[src/rtl/spi_arbiter_if.sv]
// Requester-side bus of the SPI arbiter: request/accept handshake plus the
// completion pulse carrying MISO data and an error flag.
interface spi_arbiter_if #(
  parameter int SIZE      = 40,
  parameter int REQ_COUNT = 4,
  parameter int CS_SIZE   = 4
);
  localparam int CSW = $clog2(CS_SIZE);

  logic [REQ_COUNT-1:0]      req_valid_in;
  logic [REQ_COUNT*SIZE-1:0] req_data_in;
  logic [REQ_COUNT*CSW-1:0]  req_cs_in;
  logic [REQ_COUNT-1:0]      req_ready_out;
  logic [REQ_COUNT-1:0]      resp_valid_out;
  logic                      resp_error_out;
  logic [SIZE-1:0]           resp_data_out;

  modport master (
    output req_valid_in, req_data_in, req_cs_in,
    input  req_ready_out, resp_valid_out, resp_error_out, resp_data_out
  );

  modport slave (
    input  req_valid_in, req_data_in, req_cs_in,
    output req_ready_out, resp_valid_out, resp_error_out, resp_data_out
  );
endinterface

[src/rtl/spi_arbiter.sv]
// Round-robin arbiter serialising requester datagrams onto one SPI master,
// with a per-phase timeout and a fixed idle gap between transfers.
module spi_arbiter #(
  parameter int  SIZE       = 40,
  parameter int  REQ_COUNT  = 4,
  parameter int  CS_SIZE    = 4,
  parameter int  GAP_CYCLES = 16,
  parameter int  TIMEOUT    = 4096,
  localparam int CSW        = $clog2(CS_SIZE)
) (
  input  logic             clk_in,
  input  logic             reset_in,
  spi_arbiter_if.slave     bus,
  output logic [SIZE-1:0]  spi_data_out,
  output logic [CSW-1:0]   spi_cs_select_out,
  output logic             spi_send_enable_out,
  input  logic             spi_ready_in,
  input  logic [SIZE-1:0]  spi_data_in
);
  localparam int IW = $clog2(REQ_COUNT);
  localparam int CW = $clog2(TIMEOUT) + 1;

  typedef enum logic [2:0] {IDLE, START, BUSY, DONE, GAP} state_t;

  state_t        state;
  logic [IW-1:0] last;
  logic [IW-1:0] owner;
  logic [IW-1:0] pick;
  logic [CW-1:0] cnt;

  // Closest set bit after 'from', wrapping; scanning from farthest to nearest
  // lets the nearest candidate overwrite the rest.
  function automatic logic [IW-1:0] rr_pick(input logic [REQ_COUNT-1:0] v,
                                            input logic [IW-1:0] from);
    logic [IW-1:0] sel;
    int idx;
    sel = from;
    for (int k = REQ_COUNT; k >= 1; k--) begin
      idx = (int'(from) + k) % REQ_COUNT;
      if (v[IW'(idx)]) sel = IW'(idx);
    end
    return sel;
  endfunction

  assign pick = rr_pick(bus.req_valid_in, last);

  always_ff @(posedge clk_in or posedge reset_in) begin
    if (reset_in) begin
      state               <= IDLE;
      last                <= IW'(REQ_COUNT - 1);
      owner               <= '0;
      cnt                 <= '0;
      spi_data_out        <= '0;
      spi_cs_select_out   <= '0;
      spi_send_enable_out <= 1'b0;
      bus.req_ready_out   <= '0;
      bus.resp_valid_out  <= '0;
      bus.resp_error_out  <= 1'b0;
      bus.resp_data_out   <= '0;
    end else begin
      bus.req_ready_out  <= '0;
      bus.resp_valid_out <= '0;
      bus.resp_error_out <= 1'b0;
      case (state)
        IDLE: begin
          if ((|bus.req_valid_in) && spi_ready_in) begin
            owner               <= pick;
            last                <= pick;
            spi_data_out        <= bus.req_data_in[int'(pick)*SIZE +: SIZE];
            spi_cs_select_out   <= bus.req_cs_in[int'(pick)*CSW +: CSW];
            bus.req_ready_out   <= REQ_COUNT'(1) << pick;
            spi_send_enable_out <= 1'b1;
            cnt                 <= '0;
            state               <= START;
          end
        end
        START: begin
          if (!spi_ready_in) begin
            cnt   <= '0;
            state <= BUSY;
          end else if (cnt == CW'(TIMEOUT - 1)) begin
            bus.resp_valid_out  <= REQ_COUNT'(1) << owner;
            bus.resp_error_out  <= 1'b1;
            spi_send_enable_out <= 1'b0;
            cnt                 <= '0;
            state               <= GAP;
          end else begin
            cnt <= cnt + CW'(1);
          end
        end
        BUSY: begin
          if (spi_ready_in) begin
            bus.resp_data_out   <= spi_data_in;
            bus.resp_valid_out  <= REQ_COUNT'(1) << owner;
            spi_send_enable_out <= 1'b0;
            state               <= DONE;
          end else if (cnt == CW'(TIMEOUT - 1)) begin
            bus.resp_valid_out  <= REQ_COUNT'(1) << owner;
            bus.resp_error_out  <= 1'b1;
            spi_send_enable_out <= 1'b0;
            cnt                 <= '0;
            state               <= GAP;
          end else begin
            cnt <= cnt + CW'(1);
          end
        end
        DONE: begin
          cnt   <= '0;
          state <= GAP;
        end
        GAP: begin
          if (cnt == CW'(GAP_CYCLES - 1)) begin
            cnt   <= '0;
            state <= IDLE;
          end else begin
            cnt <= cnt + CW'(1);
          end
        end
        default: state <= IDLE;
      endcase
    end
  end
endmodule

[src/flat_wrapper.sv]
// flat-port wrapper written by rule: the top's interface ports become plain ports
module spi_arbiter_flat 
#(
  parameter int  SIZE       = 40,
  parameter int  REQ_COUNT  = 4,
  parameter int  CS_SIZE    = 4,
  parameter int  GAP_CYCLES = 16,
  parameter int  TIMEOUT    = 4096,
  localparam int CSW        = $clog2(CS_SIZE)
)
  (clk_in, reset_in, spi_data_out, spi_cs_select_out, spi_send_enable_out, spi_ready_in, spi_data_in, bus_req_valid_in, bus_req_data_in, bus_req_cs_in, bus_req_ready_out, bus_resp_valid_out, bus_resp_error_out, bus_resp_data_out);
  spi_arbiter_if #(.SIZE(SIZE), .REQ_COUNT(REQ_COUNT), .CS_SIZE(CS_SIZE)) bus_i ();
  input  logic clk_in;
  input  logic reset_in;
  output logic [SIZE-1:0] spi_data_out;
  output logic [CSW-1:0] spi_cs_select_out;
  output logic spi_send_enable_out;
  input  logic spi_ready_in;
  input  logic [SIZE-1:0] spi_data_in;
  input wire logic [$bits(bus_i.req_valid_in)-1:0] bus_req_valid_in;
  input wire logic [$bits(bus_i.req_data_in)-1:0] bus_req_data_in;
  input wire logic [$bits(bus_i.req_cs_in)-1:0] bus_req_cs_in;
  output wire logic [$bits(bus_i.req_ready_out)-1:0] bus_req_ready_out;
  output wire logic [$bits(bus_i.resp_valid_out)-1:0] bus_resp_valid_out;
  output wire logic [$bits(bus_i.resp_error_out)-1:0] bus_resp_error_out;
  output wire logic [$bits(bus_i.resp_data_out)-1:0] bus_resp_data_out;
  assign bus_i.req_valid_in = bus_req_valid_in;
  assign bus_i.req_data_in = bus_req_data_in;
  assign bus_i.req_cs_in = bus_req_cs_in;
  assign bus_req_ready_out = bus_i.req_ready_out;
  assign bus_resp_valid_out = bus_i.resp_valid_out;
  assign bus_resp_error_out = bus_i.resp_error_out;
  assign bus_resp_data_out = bus_i.resp_data_out;
  spi_arbiter #(.SIZE(SIZE), .REQ_COUNT(REQ_COUNT), .CS_SIZE(CS_SIZE), .GAP_CYCLES(GAP_CYCLES), .TIMEOUT(TIMEOUT)) u_core (.clk_in(clk_in), .reset_in(reset_in), .bus(bus_i), .spi_data_out(spi_data_out), .spi_cs_select_out(spi_cs_select_out), .spi_send_enable_out(spi_send_enable_out), .spi_ready_in(spi_ready_in), .spi_data_in(spi_data_in));
endmodule
[config.mk]
export PLATFORM = sky130hd
export DESIGN_NAME = spi_arbiter_flat
export DESIGN_NICKNAME = d
export VERILOG_FILES = /design/src/rtl/spi_arbiter_if.sv /design/src/rtl/spi_arbiter.sv /design/src/flat_wrapper.sv
export SDC_FILE = /design/constraint.sdc
export NUM_CORES = 1
export LEC_CHECK = 0
export ABC_CLOCK_PERIOD_IN_PS = 4100
export CORE_ASPECT_RATIO = 2
export CORE_UTILIZATION = 26
export DETAILED_ROUTE_END_ITERATION = 16
export GPL_TIMING_DRIVEN = 0
export PLACE_DENSITY = 0.63
export RECOVER_POWER = 50
export SLEW_MARGIN = 10
export SYNTH_ARGS = -nofsm -noshare
export SYNTH_HDL_FRONTEND = slang
export SYNTH_SLANG_ARGS = --single-unit
[constraint.sdc]
create_clock -name clk_in -period 4.1 [get_ports clk_in]
set_input_delay 0.615 -clock clk_in [delete_from_list [all_inputs] [get_ports clk_in]]
set_output_delay 0.615 -clock clk_in [all_outputs]
set_load 0.01 [all_outputs]
# --- Word level (Yosys, flattened, before mapping) ---
# Cells that the tools add are included.
op_classes:
  shift: 4
  order_cmp: 4
  multipliers: 1
  mux: 43
  n_addsub: 5
  n_reduce_logical: 10
  n_eq_ne: 10
ops:
  columns: ["cell", "count"]
  rows:
  - ["variable part select 160 x 32 -> 40 bit", 1]
  - ["2-to-1 mux 13 bit", 5]
  - ["case mux 13 bit (5 select lines)", 1]
  - ["2-to-1 mux 4 bit", 5]
  - ["less-than comparator 2 x 4 -> 1 bit (second input constant)", 4]
  - ["2-to-1 mux 1 bit", 15]
  - ["2-to-1 mux 3 bit", 5]
  - ["case mux 3 bit (5 select lines)", 1]
  - ["adder 13 x 1 -> 13 bit (second input constant)", 1]
  - ["equality test 13 x 12 -> 1 bit (second input constant)", 1]
  - ["equality test 13 x 4 -> 1 bit (second input constant)", 1]
  - ["binary-select mux 1 bit (select 2 bit)", 4]
  - ["2-to-1 mux 2 bit", 4]
  - ["case mux 4 bit (2 select lines)", 1]
  - ["variable part select 8 x 4 -> 2 bit", 1]
  - ["left shift 1 x 2 -> 4 bit (first input constant)", 2]
  - ["equality test 3 x 2 -> 1 bit (second input constant)", 2]
  - ["AND reduction 2 bit", 3]
  - ["AND reduction 3 bit", 2]
  - ["multiplier 2 x 3 -> 5 bit (second input constant)", 1]
  - ["nonzero test 5 bit", 1]
  - ["adder 2 x 1 -> 2 bit (second input constant)", 2]
  - ["adder 2 bit (second input constant)", 2]
  - ["!= test 2 x 1 -> 1 bit (second input constant)", 2]
  - ["9 further kinds", 10]
word_totals:
  output_inout_bits: 92
  regBits: 112
  inputBits: 215
  elab_cells: 88

# --- Logic depth before layout (Yosys ltp) ---
# Gate-level depths: netlist of the first run.
depth:
  word_depth: 11
  ltp_mapped: 9

# --- Worst setup path after synthesis of the first run ---
# OpenSTA, ideal clock, no wires.
synth_path:
  path_type: "input -> register"
  from: "in bus_req_valid_in[0]"
  to: "reg u_core.spi_cs_select_out[0]"
  arrival_ns: 1.838
  required_time_ns: 3.966
  setup_slack_ns: 2.128
  path_buffers: 4
  cell_stages: 9
  path_cell_list: "nand2b_1 a21o_1 buf_4 and3_4 buf_6 buf_12 buf_8 a211oi_2 a211oi_2"
synth_between:
  elab_chain_len: 8
  word_cells_on_any_way: 20
  classes_between: "shift: 1; mux: 16; reduce/logical: 3"
synth_rtl:
  columns: ["item", "line_no", "text"]
  rows:
  - ["from (decl)", "flat_wrapper.sv:20", "input wire logic [$bits(bus_i.req_valid_in)-1:0] bus_req_valid_in;"]
  - ["binary-select mux 1 bit (select 2 bit)", "spi_arbiter.sv:40", "if (v[IW'(idx)]) sel = IW'(idx);"]
  - ["2-to-1 mux 1 bit (not written as such) (2 in a row)", "spi_arbiter.sv:40", null]
  - ["2-to-1 mux 2 bit (4 in a row)", "spi_arbiter.sv:40", null]
  - ["variable part select 8 x 4 -> 2 bit", "spi_arbiter.sv:70", "spi_cs_select_out <= bus.req_cs_in[int'(pick)*CSW +: CSW];"]
  - ["to (signal assigned)", "spi_arbiter.sv:70", null]
  - ["to (decl)", "spi_arbiter.sv:15", "output logic [CSW-1:0] spi_cs_select_out,"]
# Parallel ways exist; a longest one is shown, timed or not. The select of a mux whose other input is x is not followed.
# A chain may end at the register's enable or synchronous reset.

==> impl_metrics.py, run 1 <==
metrics = {
    "logic_synthesis": {
        "synth-seq-area-share_pct": 43.40,
        "ys.flop_type": "dfrtp_1",
        "avgSynthCellArea_um2": 10.68,
        "async_reset_ff_share_pct": 100.0,
        "ys_types": 51,
        "ys_warn_count": 0,
        "netlist_area_um2": 6464,
        "ys_ff_latch": 112,
        "syn-num-nets": 821,
        "synth_cells": 605,
        "synth-edff-count": 0,
    },
    "cells_and_area": {
        "final_cells": 1263,
        "area_growth_pct": 58.81,
        "final_layout_size_suffix_gt1_share_pct": 17.13,
        "finalNetCount": 1139,
    },
    "clocking": {
        "cts_root_buf": "clkbuf_16",
        "cts_resized": 0,
        "cts-buffers-inserted": 9,
        "clkLatencyLatePin_ps": 390,
        "cts_sinks": 112,
        "cts_tree": "done",
        "htreeDepth": 3,
        "cts_hold_buf": 0,
        "cts_setup_buffers": 0,
        "clk_pin_slew_ps": 100,
        "clk_path_buf_depth": 2,
    },
    "routing": {
        "post_drt_wl_per_cell_um": 18.44,
        "wl_mm": 23.29,
        "drcViolationCount": 0,
        "final_antenna_net_count": 0,
        "vias": 5877,
        "drtIter0Drc": 275,
        "first_pass_iters": 5,
        "viasPerCell": 4.653,
    },
    "global_routing": {
        "gr-total-overflow": 0,
        "grt_pass1_wl_mm": 35.17,
        "grt_pass1_vias": 6180,
        "grt_use_total_pct": 18.49,
        "grt_start_max_net_pins": 78,
        "antenna_found_initial": 5,
    },
    "critical_path": {
        "cp-end-kind": "async pin",
        "worstPathArrival_ps": 3340,
        "crit_fanout": 77,
        "worstSetupPathType": "primary input to async pin",
        "cp.required_ps": 4440,
        "start_kind": "primary input",
    },
    "die": {
        "die_w_um": 113.5,
        "row_count": 81,
        "fp.coreArea_um2": 24420,
        "fp.dieH_um": 225.0,
        "top_level_ports": 307,
        "die_area_um2": 25530,
        "start_util_pct": 26.46,
    },
    "timing": {
        "worst_slack_ps": 1098,
        "max_slew.worst_pin.slew_ps": 1817,
        "max_freq_mhz": 333.2,
        "hold_viol": 0,
        "drv_slew": 37,
        "slew_headroom_pct": -21.79,
        "post-route-min-period_ps": 3002,
        "setup-violations-final": 0,
        "rsz0062_at_grt": "false",
        "fin_crit_sh_pct": 73.21,
        "fin_skew_ps": 20.78,
    },
    "placement": {
        "gp_congestion": 0.8425,
        "port_buffers": 306,
        "dp_hpwl_mm": 18.20,
        "place_inst": 1244,
        "pre_cts_slack_ps": 857.6,
    },
    "power": {
        "powerDensity_nw_per_um2": 597.7,
        "p_leak_nw": 4.182,
        "ir_worst_vdd_mv": 0.2087,
    },
    "job": {
        "cap_violations": 1,
    },
    "outcome": {
        "status": "finished, violations left",
        "violations": "max-capacitance violations, max-slew violations",
    },
    "worst_hold_path": {
        "worstHoldPathType": "flip-flop to flip-flop",
    },
}
-- layout by cell type (no fill, tap or decap), types with 6 or more instances in the layout --
cell type | netlist | layout
a211oi_1 | 8 | 8
a211oi_2 | 76 | 76
a21oi_1 | 12 | 12
a31oi_1 | 44 | 44
and2_1 | 6 | 6
buf_2 | 21 | 21
clkbuf_1 | 18 | 19
clkbuf_16 | 0 | 9
clkdlybuf4s50_1 | 0 | 262
dfrtp_1 | 110 | 110
dlygate4sd3_1 | 0 | 44
inv_1 | 45 | 44
mux2_1 | 25 | 25
mux2_2 | 15 | 15
mux2i_1 | 42 | 42
nand2_1 | 25 | 25
nand2b_1 | 7 | 7
nor2_1 | 63 | 63
nor2b_1 | 6 | 6
o21ai_2 | 9 | 9
-- logic make-up after synthesis --
family                   after synthesis  share of synthesized area (%)
AND/OR/NAND/NOR                      140                          10.78
XOR/XNOR                               1                         0.1355
buffers and inverters                 96                          7.278
AO/OA/AOI/OAI                        173                          24.74
adder cells (fa/ha/maj)                1                         0.1935
multiplexers                          82                          13.47
flip-flops                           112                          43.40
-- per-layer routing --
layer	GRT usage, %	routed length, um	vias to the layer above
li1	-	-	2824
met1	19.86	8669	2823
met2	33.85	12740	186
met3	4.034	1132	40
met4	8.574	723	4
met5	0	27	-
-- final timing paths --
| kind | start | end | slack (ps) | cells past startpoint |
|---|---|---|---|---|
| setup / recovery | reset_in | u_core.bus.resp_data_out[32] | 1100 | 3 |
| min in group asynchronous | reset_in | u_core.spi_data_out[21] | 1140 | 2 |
| max in group clk_in | bus_req_valid_in[3] | u_core.spi_data_out[7] | 1370 | 7 |
| hold reg to reg | u_core.bus.resp_data_out[21] | u_core.bus.resp_data_out[21] | 490 | 1 |
| hold / removal | u_core.bus.resp_data_out[21] | u_core.bus.resp_data_out[21] | 490 | 1 |
| setup reg to reg | u_core.state[2] | u_core.spi_data_out[7] | 1680 | 7 |
-- layout make-up --
cell class / count / area [um2]
fillers: 2371 / 14160
repair buffers: 307 / 3070
clock inverters: 7 / 88.84
plain buffers: 51 / 294.0
inverters: 45 / 170.2
multi-input cells: 397 / 3188
well taps: 332 / 415.4
diodes: 3 / 7.507
flip-flops and latches: 112 / 2805
clock buffers: 9 / 225.2
-- worst max-delay path: stages --
cell	delay (ps)
dlygate4sd3_1	550
clkinvlp_2	1040
clkbuf_4	1100
-- stage by stage --
stage                     utilization, %  total power, mW  instance area [um2]  hold slack (ps)  setup TNS [ps]
after floorplan                        -            3.719                 6464            458.5               0
after global placement             40.70            5.292                 9942            466.4         -180300
after detailed placement           40.84            5.347                 9975            475.1               0
after CTS                          42.12            6.320                10290            497.2               0
after global routing               42.02            6.533                10260            509.4               0
final                              42.03            6.135                10260            487.9               0
-- registers in the layout (all words and copies together), names as in the netlist --
signal / cells
u_core.spi_data_out: 40
u_core.state: 3
u_core.spi_cs_select_out: 2
u_core.bus.req_ready_out: 4
u_core.bus.resp_error_out: 1
u_core.cnt: 13
u_core.spi_send_enable_out: 1
u_core.last: 2
u_core.bus.resp_data_out: 40
u_core.bus.resp_valid_out: 4
u_core.owner: 2
-- synthesized netlist by cell type (all sizes together) (2+ instances only) --
cell type,number,share of area (%)
nor4,4,0.72
a31oi,44,4.3
mux2i,42,6.5
nand2b,8,0.89
a211oi,84,16
a21oi,14,1.3
clkbuf,18,1.0
mux2,40,7.0
and2,6,0.58
buf,33,3.6
dfrtp,110,43
inv,45,2.6
nand4,4,0.39
o21a,4,0.46
nor2,63,3.7
nor3b,2,0.23
o22ai,2,0.19
nor2b,6,0.58
a21boi,3,0.35
o21ai,16,1.8
nand3,6,0.54
a21o,2,0.23
nor3,4,0.31
nand2,25,1.5
nand3b,3,0.35
and3,6,0.66
dfstp,2,0.81
-- power breakdown --
| part | switching [mW] | leakage, nW | internal (mW) | total, mW |
|---|---|---|---|---|
| Combinational | 1.72 | 2.69 | 1.66 | 3.38 |
| Sequential | 0.238 | 1.34 | 1.57 | 1.81 |
| Clock | 0.503 | 0.153 | 0.443 | 0.946 |
Note: power is estimated with default switching activity, not from simulation.
==> run 2, diff against run 1 <==
--- a/config.mk
+++ b/config.mk
@@ -5,12 +5,12 @@
 export SDC_FILE = /design/constraint.sdc
 export NUM_CORES = 1
 export LEC_CHECK = 0
-export ABC_CLOCK_PERIOD_IN_PS = 4100
+export ABC_CLOCK_PERIOD_IN_PS = 2700
 export CORE_ASPECT_RATIO = 2
 export CORE_UTILIZATION = 26
 export DETAILED_ROUTE_END_ITERATION = 16
 export GPL_TIMING_DRIVEN = 0
-export PLACE_DENSITY = 0.63
+export PLACE_DENSITY = 0.65
 export RECOVER_POWER = 50
 export SLEW_MARGIN = 10
 export SYNTH_ARGS = -nofsm -noshare
==> constraint.sdc (replaced) <==
create_clock -name clk_in -period 2.7 [get_ports clk_in]
set_input_delay 0.405 -clock clk_in [delete_from_list [all_inputs] [get_ports clk_in]]
set_output_delay 0.405 -clock clk_in [all_outputs]
set_load 0.01 [all_outputs]
==> run 2 against run 1 <==
Power up 53%. Critical path type is now primary input to flip-flop. Largest power group unchanged. The run now ends clean. Sequential share of layout area shrank 0.15 points. Critical path depth increased by 5.
==> impl_metrics.py, run 2 (synthesized netlist as in run 1, its figures left out) <==
metrics = {
    "clocking": {
        "cts_sinks": 112,
        "cts-buffers-inserted": 9,
        "clk_path_buf_depth": 2,
        "cts_resized": 0,
        "cts_root_buf": "clkbuf_16",
        "clk_pin_slew_ps": 90,
        "cts_hold_buf": 0,
        "htreeDepth": 3,
        "cts_tree": "done",
        "clkLatencyLatePin_ps": 380,
        "cts_setup_buffers": 0,
    },
    "routing": {
        "post_drt_wl_per_cell_um": 18.04,
        "drcViolationCount": 0,
        "vias": 5763,
        "drtIter0Drc": 305,
        "first_pass_iters": 6,
        "viasPerCell": 4.552,
        "wl_mm": 22.84,
        "final_antenna_net_count": 0,
    },
    "placement": {
        "port_buffers": 306,
        "dp_hpwl_mm": 18.01,
        "pre_cts_slack_ps": -413.1,
        "gp_congestion": 0.8231,
    },
    "timing": {
        "fin_crit_sh_pct": 87.30,
        "hold_viol": 0,
        "max_slew.worst_pin.slew_ps": 1009,
        "slew_headroom_pct": 32.36,
        "setup-tns-final_ps": 0,
        "rsz0062_at_grt": "false",
        "drv_slew": 0,
        "fin_skew_ps": 16.24,
        "setup-violations-final": 0,
        "post-route-min-period_ps": 2357,
        "worst_slack_ps": 342.8,
        "max_freq_mhz": 424.2,
    },
    "global_routing": {
        "gr-total-overflow": 0,
        "antenna_found_initial": 3,
        "grt_use_total_pct": 17.88,
        "grt_pass1_vias": 5899,
        "grt_start_max_net_pins": 33,
        "grt_pass1_wl_mm": 34.05,
    },
    "critical_path": {
        "crit_fanout": 10,
        "path_common_cell": "a211oi_2",
        "rr_worst_depth": 7,
        "r2r_end": "u_core.spi_data_out[1]",
        "cp_num_buf_inv": 4,
        "crit_chain": "clkdlybuf4s50_1, nand3b_1, and3_4, buf_6, buf_12, buf_8, a211oi_2, a211oi_2",
        "reg2reg_from": "u_core.last[1]",
        "crit_path_start": "bus_req_valid_in[0]",
        "slowest_stage": "nand3b_1",
        "cp-end-kind": "flip-flop",
        "worst_path_dominant_cell_family": "simple AND/OR/NAND/NOR gates",
        "crit_path_max_incr_delay_ps": 560,
        "start_kind": "primary input",
        "worstPathArrival_ps": 2610,
        "cp.required_ps": 2950,
        "worstSetupPathType": "primary input to flip-flop",
        "r2r_slack_ps": 380,
    },
    "cells_and_area": {
        "top_regs": "u_core.bus.resp_data_out x40, u_core.spi_data_out x40, u_core.cnt x13",
        "final_common_cell": "clkdlybuf4s50_1",
        "final_layout_size_suffix_gt1_share_pct": 17.68,
        "area_growth_pct": 59.70,
        "layout_common_cells": "259 x clkdlybuf4s50_1, 110 x dfrtp_1, 76 x a211oi_2",
        "finalNetCount": 1144,
        "n_fill_cell": 2378,
        "postLayoutCoreUtil_pct": 42.26,
    },
    "power": {
        "total_power_mw": 9.362,
        "p_leak_nw": 4.225,
        "powerDensity_nw_per_um2": 907.0,
        "ir_worst_vdd_mv": 0.3494,
    },
    "worst_hold_path": {
        "min_from": "u_core.bus.resp_data_out[30]",
        "worstHoldPathCells": 1,
        "worstHoldPathType": "flip-flop to flip-flop",
        "hold_end": "u_core.bus.resp_data_out[30]",
    },
    "die": {
        "die_area_um2": 25530,
        "fp.coreArea_um2": 24420,
        "row_count": 81,
        "start_util_pct": 26.46,
        "fp.dieH_um": 225.0,
        "die_w_um": 113.5,
        "top_level_ports": 307,
    },
    "outcome": {
        "status": "completed",
    },
    "job": {
        "cap_violations": 0,
    },
}
run 2: how the worst max path moves through the flow:
stage                                              to  slack (ps)  cells past startpoint
after detailed placement      u_core.spi_data_out[13]        -410                      7
after floorplan           u_core.spi_cs_select_out[0]         840                      9
after global placement        u_core.spi_data_out[17]        -400                      7
after CTS                     u_core.spi_data_out[13]          10                      7
final                          u_core.spi_data_out[1]         340                      8
after global routing          u_core.spi_data_out[18]         210                      7
run 2: final cells by class:
| class | instances | area [um2] | share of cell area, % |
|---|---|---|---|
| multi-input cells | 397 | 3188 | 30.88 |
| inverters | 45 | 170.2 | 1.648 |
| plain buffers | 51 | 301.5 | 2.921 |
| well taps | 332 | 415.4 | 4.024 |
| clock buffers | 9 | 225.2 | 2.182 |
| repair buffers | 312 | 3115 | 30.18 |
| clock inverters | 7 | 98.84 | 0.9576 |
| flip-flops and latches | 112 | 2805 | 27.18 |
| diodes | 1 | 2.502 | 0.02424 |
run 2: per-stage QoR:
step	instances	hold slack (ps)	instance area [um2]
3_5_place_dp	1246	473.8	10010
5_1_grt	1265	504.0	10320
4_1_cts	1262	424.2	10330
3_3_place_gp	1243	467.5	9946
6_report	1266	489.7	10320
2_1_floorplan	605	458.5	6467
run 2: per-layer routing:
layer  GRT usage, %  share of wire (%)  vias to the layer above
met2          33.65                 55                      178
met1          19.38                 38                     2730
li1               -                  -                     2827
met5              0               0.11                        -
met4          6.409                2.0                        4
met3          3.550                5.0                       24
run 2: report_power, final:
part | internal, mW | leakage, nW | switching, mW
Combinational | 2.54 | 2.73 | 2.60
Sequential | 2.39 | 1.34 | 0.351
Clock | 0.690 | 0.157 | 0.793
==> run 3, diff against run 2 <==
--- a/config.mk
+++ b/config.mk
@@ -9,6 +9,7 @@
 export CORE_ASPECT_RATIO = 2
 export CORE_UTILIZATION = 26
 export DETAILED_ROUTE_END_ITERATION = 16
+export GPL_ROUTABILITY_DRIVEN = 1
 export GPL_TIMING_DRIVEN = 0
 export PLACE_DENSITY = 0.65
 export RECOVER_POWER = 50
==> results of run 3 <==
No change in the layout: final DEF, timing and power equal those of run 2.
